===== src/rtl/mem_wait_ctrl_if.sv =====
// mem_wait_ctrl_if
//   Bundles the MEM-stage / data-memory handshake and the pipeline control
//   outputs of mem_wait_ctrl.
//   slave  : the controller (takes MemReadM/MemWriteM/mem_ack, drives the rest)
//   master : the environment (pipeline + data memory)
//   Signals:
//     MemReadM, MemWriteM  load/store present in MEM
//     mem_ack              memory completes the current request this cycle
//     mem_req, mem_we      request / write enable to data memory
//     StallM               freeze upstream pipeline registers
//     FlushW               MEM/WB loads a bubble this edge
//     mem_fault            one-cycle timeout pulse
//     busy                 controller not idle
//     stall_cycles         saturating count of StallM cycles
interface mem_wait_ctrl_if #(
  parameter int CNT_W = 32
);
  logic             MemReadM;
  logic             MemWriteM;
  logic             mem_ack;
  logic             mem_req;
  logic             mem_we;
  logic             StallM;
  logic             FlushW;
  logic             mem_fault;
  logic             busy;
  logic [CNT_W-1:0] stall_cycles;

  modport slave (
    input  MemReadM, MemWriteM, mem_ack,
    output mem_req, mem_we, StallM, FlushW, mem_fault, busy, stall_cycles
  );

  modport master (
    output MemReadM, MemWriteM, mem_ack,
    input  mem_req, mem_we, StallM, FlushW, mem_fault, busy, stall_cycles
  );
endinterface


===== src/rtl/mem_wait_ctrl.sv =====
// mem_wait_ctrl
//   Sequences the MEM stage and MEM/WB register around a variable-latency
//   data memory. While a request is outstanding the upstream pipeline is
//   frozen (StallM) and MEM/WB takes bubbles (FlushW). An access that sees no
//   ack within TIMEOUT wait cycles is abandoned: one ERR cycle pulses
//   mem_fault and lets the faulting instruction drain as a bubble.
//   Ports:
//     clk  rising-edge clock
//     rst  synchronous active-high reset; forces every output to 0 while high
//     bus  mem_wait_ctrl_if.slave (handshake, pipeline control, perf counter)
//   Parameters:
//     TIMEOUT  max WAIT cycles before abandoning the access (>= 2)
//     CNT_W    width of the stall-cycle counter
module mem_wait_ctrl #(
  parameter int TIMEOUT = 16,
  parameter int CNT_W   = 32
) (
  input  logic             clk,
  input  logic             rst,
  mem_wait_ctrl_if.slave   bus
);

  localparam int WC_W = (TIMEOUT > 2) ? $clog2(TIMEOUT) : 1;
  localparam logic [WC_W-1:0] WC_LAST = WC_W'(TIMEOUT - 1);

  typedef enum logic [1:0] {
    S_IDLE = 2'd0,
    S_WAIT = 2'd1,
    S_ERR  = 2'd2
  } state_t;

  state_t           state;
  logic [WC_W-1:0]  wait_cnt;
  logic [CNT_W-1:0] stall_cnt;

  logic access;
  logic req, we, stall, flush, fault;

  assign access = bus.MemReadM | bus.MemWriteM;

  // Outputs depend on current state and inputs only; mem_ack reaches the
  // state register solely through the next edge.
  always_comb begin
    req   = 1'b0;
    we    = 1'b0;
    stall = 1'b0;
    flush = 1'b0;
    fault = 1'b0;
    if (!rst) begin
      unique case (state)
        S_IDLE: begin
          // Without an access the bus is quiet and any ack is spurious.
          if (access) begin
            req   = 1'b1;
            we    = bus.MemWriteM;
            stall = ~bus.mem_ack;
            flush = ~bus.mem_ack;
          end
        end
        S_WAIT: begin
          // Ack wins even on the last wait cycle, so completion beats timeout.
          req   = 1'b1;
          we    = bus.MemWriteM;
          stall = ~bus.mem_ack;
          flush = ~bus.mem_ack;
        end
        S_ERR: begin
          // Release the pipeline but keep the squashed instruction out of WB.
          flush = 1'b1;
          fault = 1'b1;
        end
        default: ;
      endcase
    end
  end

  always_ff @(posedge clk) begin
    if (rst) begin
      state     <= S_IDLE;
      wait_cnt  <= '0;
      stall_cnt <= '0;
    end else begin
      if (stall && (stall_cnt != {CNT_W{1'b1}}))
        stall_cnt <= stall_cnt + 1'b1;
      unique case (state)
        S_IDLE: begin
          if (access && !bus.mem_ack) begin
            state    <= S_WAIT;
            wait_cnt <= '0;
          end
        end
        S_WAIT: begin
          if (bus.mem_ack)
            state <= S_IDLE;
          else if (wait_cnt == WC_LAST)
            state <= S_ERR;
          else
            wait_cnt <= wait_cnt + 1'b1;
        end
        S_ERR:   state <= S_IDLE;
        default: state <= S_IDLE;
      endcase
    end
  end

  assign bus.mem_req      = req;
  assign bus.mem_we       = we;
  assign bus.StallM       = stall;
  assign bus.FlushW       = flush;
  assign bus.mem_fault    = fault;
  assign bus.busy         = ~rst & (state != S_IDLE);
  assign bus.stall_cycles = rst ? '0 : stall_cnt;

endmodule


===== src/flat_wrapper.sv =====
// flat-port wrapper written by rule: the top's interface ports become plain ports
module mem_wait_ctrl_flat 
#(
  parameter int TIMEOUT = 16,
  parameter int CNT_W   = 32
)
  (clk, rst, bus_MemReadM, bus_MemWriteM, bus_mem_ack, bus_mem_req, bus_mem_we, bus_StallM, bus_FlushW, bus_mem_fault, bus_busy, bus_stall_cycles);
  mem_wait_ctrl_if #(.CNT_W(CNT_W)) bus_i ();
  input  logic clk;
  input  logic rst;
  input wire logic [$bits(bus_i.MemReadM)-1:0] bus_MemReadM;
  input wire logic [$bits(bus_i.MemWriteM)-1:0] bus_MemWriteM;
  input wire logic [$bits(bus_i.mem_ack)-1:0] bus_mem_ack;
  output wire logic [$bits(bus_i.mem_req)-1:0] bus_mem_req;
  output wire logic [$bits(bus_i.mem_we)-1:0] bus_mem_we;
  output wire logic [$bits(bus_i.StallM)-1:0] bus_StallM;
  output wire logic [$bits(bus_i.FlushW)-1:0] bus_FlushW;
  output wire logic [$bits(bus_i.mem_fault)-1:0] bus_mem_fault;
  output wire logic [$bits(bus_i.busy)-1:0] bus_busy;
  output wire logic [$bits(bus_i.stall_cycles)-1:0] bus_stall_cycles;
  assign bus_i.MemReadM = bus_MemReadM;
  assign bus_i.MemWriteM = bus_MemWriteM;
  assign bus_i.mem_ack = bus_mem_ack;
  assign bus_mem_req = bus_i.mem_req;
  assign bus_mem_we = bus_i.mem_we;
  assign bus_StallM = bus_i.StallM;
  assign bus_FlushW = bus_i.FlushW;
  assign bus_mem_fault = bus_i.mem_fault;
  assign bus_busy = bus_i.busy;
  assign bus_stall_cycles = bus_i.stall_cycles;
  mem_wait_ctrl #(.TIMEOUT(TIMEOUT), .CNT_W(CNT_W)) u_core (.clk(clk), .rst(rst), .bus(bus_i));
endmodule

===== config.mk =====
export PLATFORM = sky130hd
export DESIGN_NAME = mem_wait_ctrl_flat
export DESIGN_NICKNAME = d
export VERILOG_FILES = /design/src/rtl/mem_wait_ctrl_if.sv /design/src/rtl/mem_wait_ctrl.sv /design/src/flat_wrapper.sv
export SDC_FILE = /design/constraint.sdc
export NUM_CORES = 1
export LEC_CHECK = 0
export CELL_PAD_IN_SITES_DETAIL_PLACEMENT = 0
export CELL_PAD_IN_SITES_GLOBAL_PLACEMENT = 2
export CORE_MARGIN = 5
export CORE_UTILIZATION = 30
export DETAILED_ROUTE_END_ITERATION = 8
export GPL_TIMING_DRIVEN = 0
export PLACE_DENSITY = 0.91
export SETUP_SLACK_MARGIN = 0.15
export SLEW_MARGIN = 30
export SYNTH_ARGS = -nofsm -noshare
export SYNTH_HDL_FRONTEND = slang
export SYNTH_SLANG_ARGS = --single-unit

===== constraint.sdc =====
create_clock -name clk -period 2.8 [get_ports clk]
set_input_delay 0.42 -clock clk [delete_from_list [all_inputs] [get_ports clk]]
set_output_delay 0.42 -clock clk [all_outputs]
set_load 0.02 [all_outputs]

==> metrics.cfg <==
[status]
outcome=complete, no violations

[routing]
wirelength_um=6440
remaining_drc_errors=0
first_pass_iters=4
antenna_left=0
drt_iter0_drc=109
vias=2179
viasPerCell=5.18
wl_per_cell_um=15.3

[yosys]
yosys_most_used_dff=dfxtp_1
ys_seq_area_share_pct=34.6
syn_area_per_cell_sq_um=8.05
yosysTopAreaCellShare_pct=34.6
synth_commonest_cells=38 x dfxtp_1, 30 x nor2_1, 24 x nor2b_1
synth_top_cell_by_area=dfxtp_1
synthDistinctLibCells=39
synthArstFlopShare_pct=0
synth-warning-count=0
ys_top_cells_by_area=dfxtp_1 35%, mux2_2 7.7%, nor2b_1 6.8%, nor2_1 5.1%, nand4_1 4.6%
syn_nets=280
synth_edf_count=0
netlist_area_sq_um=2200
yosys.cell_count.top_type=dfxtp_1
synth-seq-cells=38
synthCells=273

[floorplanning]
io_pins=43
dieArea_sq_um=9140
die_w_um=95.6
core_area_sq_um=7180
initial_core_util_pct=30.6
fp.dieH_um=95.6
rows=31

[clocking]
cts_sinks=38
clk_latency_ns=0.29
hold_buffers=0
cts_max_path_buffers=2
htree_levels=2
cts.reportedPaths.clkPinSlew_ns=0.08
cts_made_buffers=5
cts_tree=yes
cts_root_buf=clkbuf_8

[layout]
drive_gt1_share_pct=11.2
multi_input_area_sq_um=1360
n_fill_cell=742
diodes=0
fin_nets=328
ff_latch_area_sq_um=761
syn_to_final_growth_pct=29.8

[critical_path]
regToRegSetupSlack_ns=0.42
r2r_end=u_core.stall_cnt[2]
reg2reg_depth=7
critPathMaxFanout=10
timing.rr.start=u_core.stall_cnt[17]
path_class=primary input to output pin
startpoint=rst
cp.arrival_ns=2.11
worstSetupEndpointType=output pin
crit_required_ns=2.38
crit_path_start_kind=primary input

[run]
drv_cap=0

[placed_design]
dp_worst_setup_slack_ns=-0.323
hpwl_um=4810
gp_congestion=0.783
portBuffers=41

[pwr]
p_per_area_nw_per_um2=386
ir_drop_mv=0.178
p_leak_uw=0.00100
p_total_uw=1100

[min_path]
hold_path_class=primary input to flip-flop
worstHoldStart=rst
min_to=u_core.stall_cnt[14]
min_path_cells=3

[timing]
finalSetupTns_ns=0
slew_headroom_pct=54.1
post-route-period-util_pct=90.3
hold_ws_ns=0.443
finalSetupViolations=0
finalClockSkew_ns=0.00299
rsz0062_at_grt=no
finalCriticalPeriod_ns=2.53
max_freq_mhz=395
tightest_slew_ns=0.678
slew_violations=0
setup_slack_ns=0.271
hold_viol_final=0

[global_routing]
grt_pass1_vias=2195
antenna_found_initial=0
grt_usage_pct=15.4
grt_pass1_wl_um=11000
grt_overflow_total=0
grt_max_degree=12

==> state kept, by name, indices dropped and copies added (netlist names) <==
name	count
u_core.state	2
u_core.wait_cnt	4
u_core.stall_cnt	32
==> final cells by class <==
type | count | area share [%]
multi-input combinational | 214 | 47.5
clock buffer | 7 | 2.67
timing repair buffer | 41 | 14.4
sequential | 38 | 26.7
clock inverter | 1 | 1.05
inverter | 9 | 1.18
tap | 99 | 4.34
buffer | 12 | 2.15
==> worst max path at each step <==
stage	endpoint	slack (ns)	cells after the start
floorplan	u_core.stall_cnt[13]	0.68	7
global placement	bus_mem_fault	-0.33	6
detailed placement	bus_FlushW	-0.32	6
CTS	bus_FlushW	0.13	5
global route	bus_busy	0.15	6
finish	bus_mem_fault	0.27	6
==> logic make-up after synthesis <==
logic type	after synthesis	synth area share, %
flip-flops	38	34.6
multiplexers	16	8.14
AND/OR/NAND/NOR	160	41.8
buffers and inverters	21	4.10
AO/OA/AOI/OAI	32	8.59
XOR/XNOR	4	1.59
adder cells (fa/ha/maj)	2	1.14
==> what timing repair did <==
item | CTS | global route
pin swaps | 0 | 0
gates resized for setup | 5 | 4
setup endpoints to repair | 6 | 6
setup buffers | 0 | 0
==> stage by stage <==
| stage | instance area (sq um) | instances | util [%] |
|---|---|---|---|
| after floorplan | 2200 | 273 | - |
| after global placement | 2730 | 413 | 38.1 |
| after detailed placement | 2730 | 413 | 38.1 |
| after CTS | 2840 | 421 | 39.6 |
| after global routing | 2850 | 421 | 39.8 |
| final | 2850 | 421 | 39.8 |
==> where the power goes <==
part	internal (uW)	switching [uW]	total, uW
registers	545	5.70	551
logic	30.6	50.5	81.1
clock network	267	204	471
==> worst max-delay path: stages <==
cell and delay, ns:
buf_6 0.12, clkbuf_2 0.27, clkbuf_2 0.30, clkbuf_2 0.35
nor2_1 0.10, clkdlybuf4s50_1 0.55
==> per-layer routing <==
layer / share of wire [%] / track usage, % / up-vias / wire length [um]
met5: 0 / 0 / - / 0
met4: 0.89 / 3.44 / 0 / 57
met3: 3.8 / 3.00 / 6 / 246
met2: 47 / 25.9 / 41 / 3030
met1: 48 / 20.2 / 1046 / 3100
li1: - / - / 1086 / -
==> cell usage in the layout, fill, tap and decap left out, types with 8 or more instances in the layout <==
cell              n
clkdlybuf4s50_1  39
dfxtp_1          38
nor2_1           29
nor2b_1          24
nand2_1          21
nand4_1          16
mux2_2           15
nand3_1          12
o21ai_0          12
a21oi_1          10
inv_1             9
nor3_1            8
and3_1            8
or4_1             8
(Power assumes the default switching activity.)
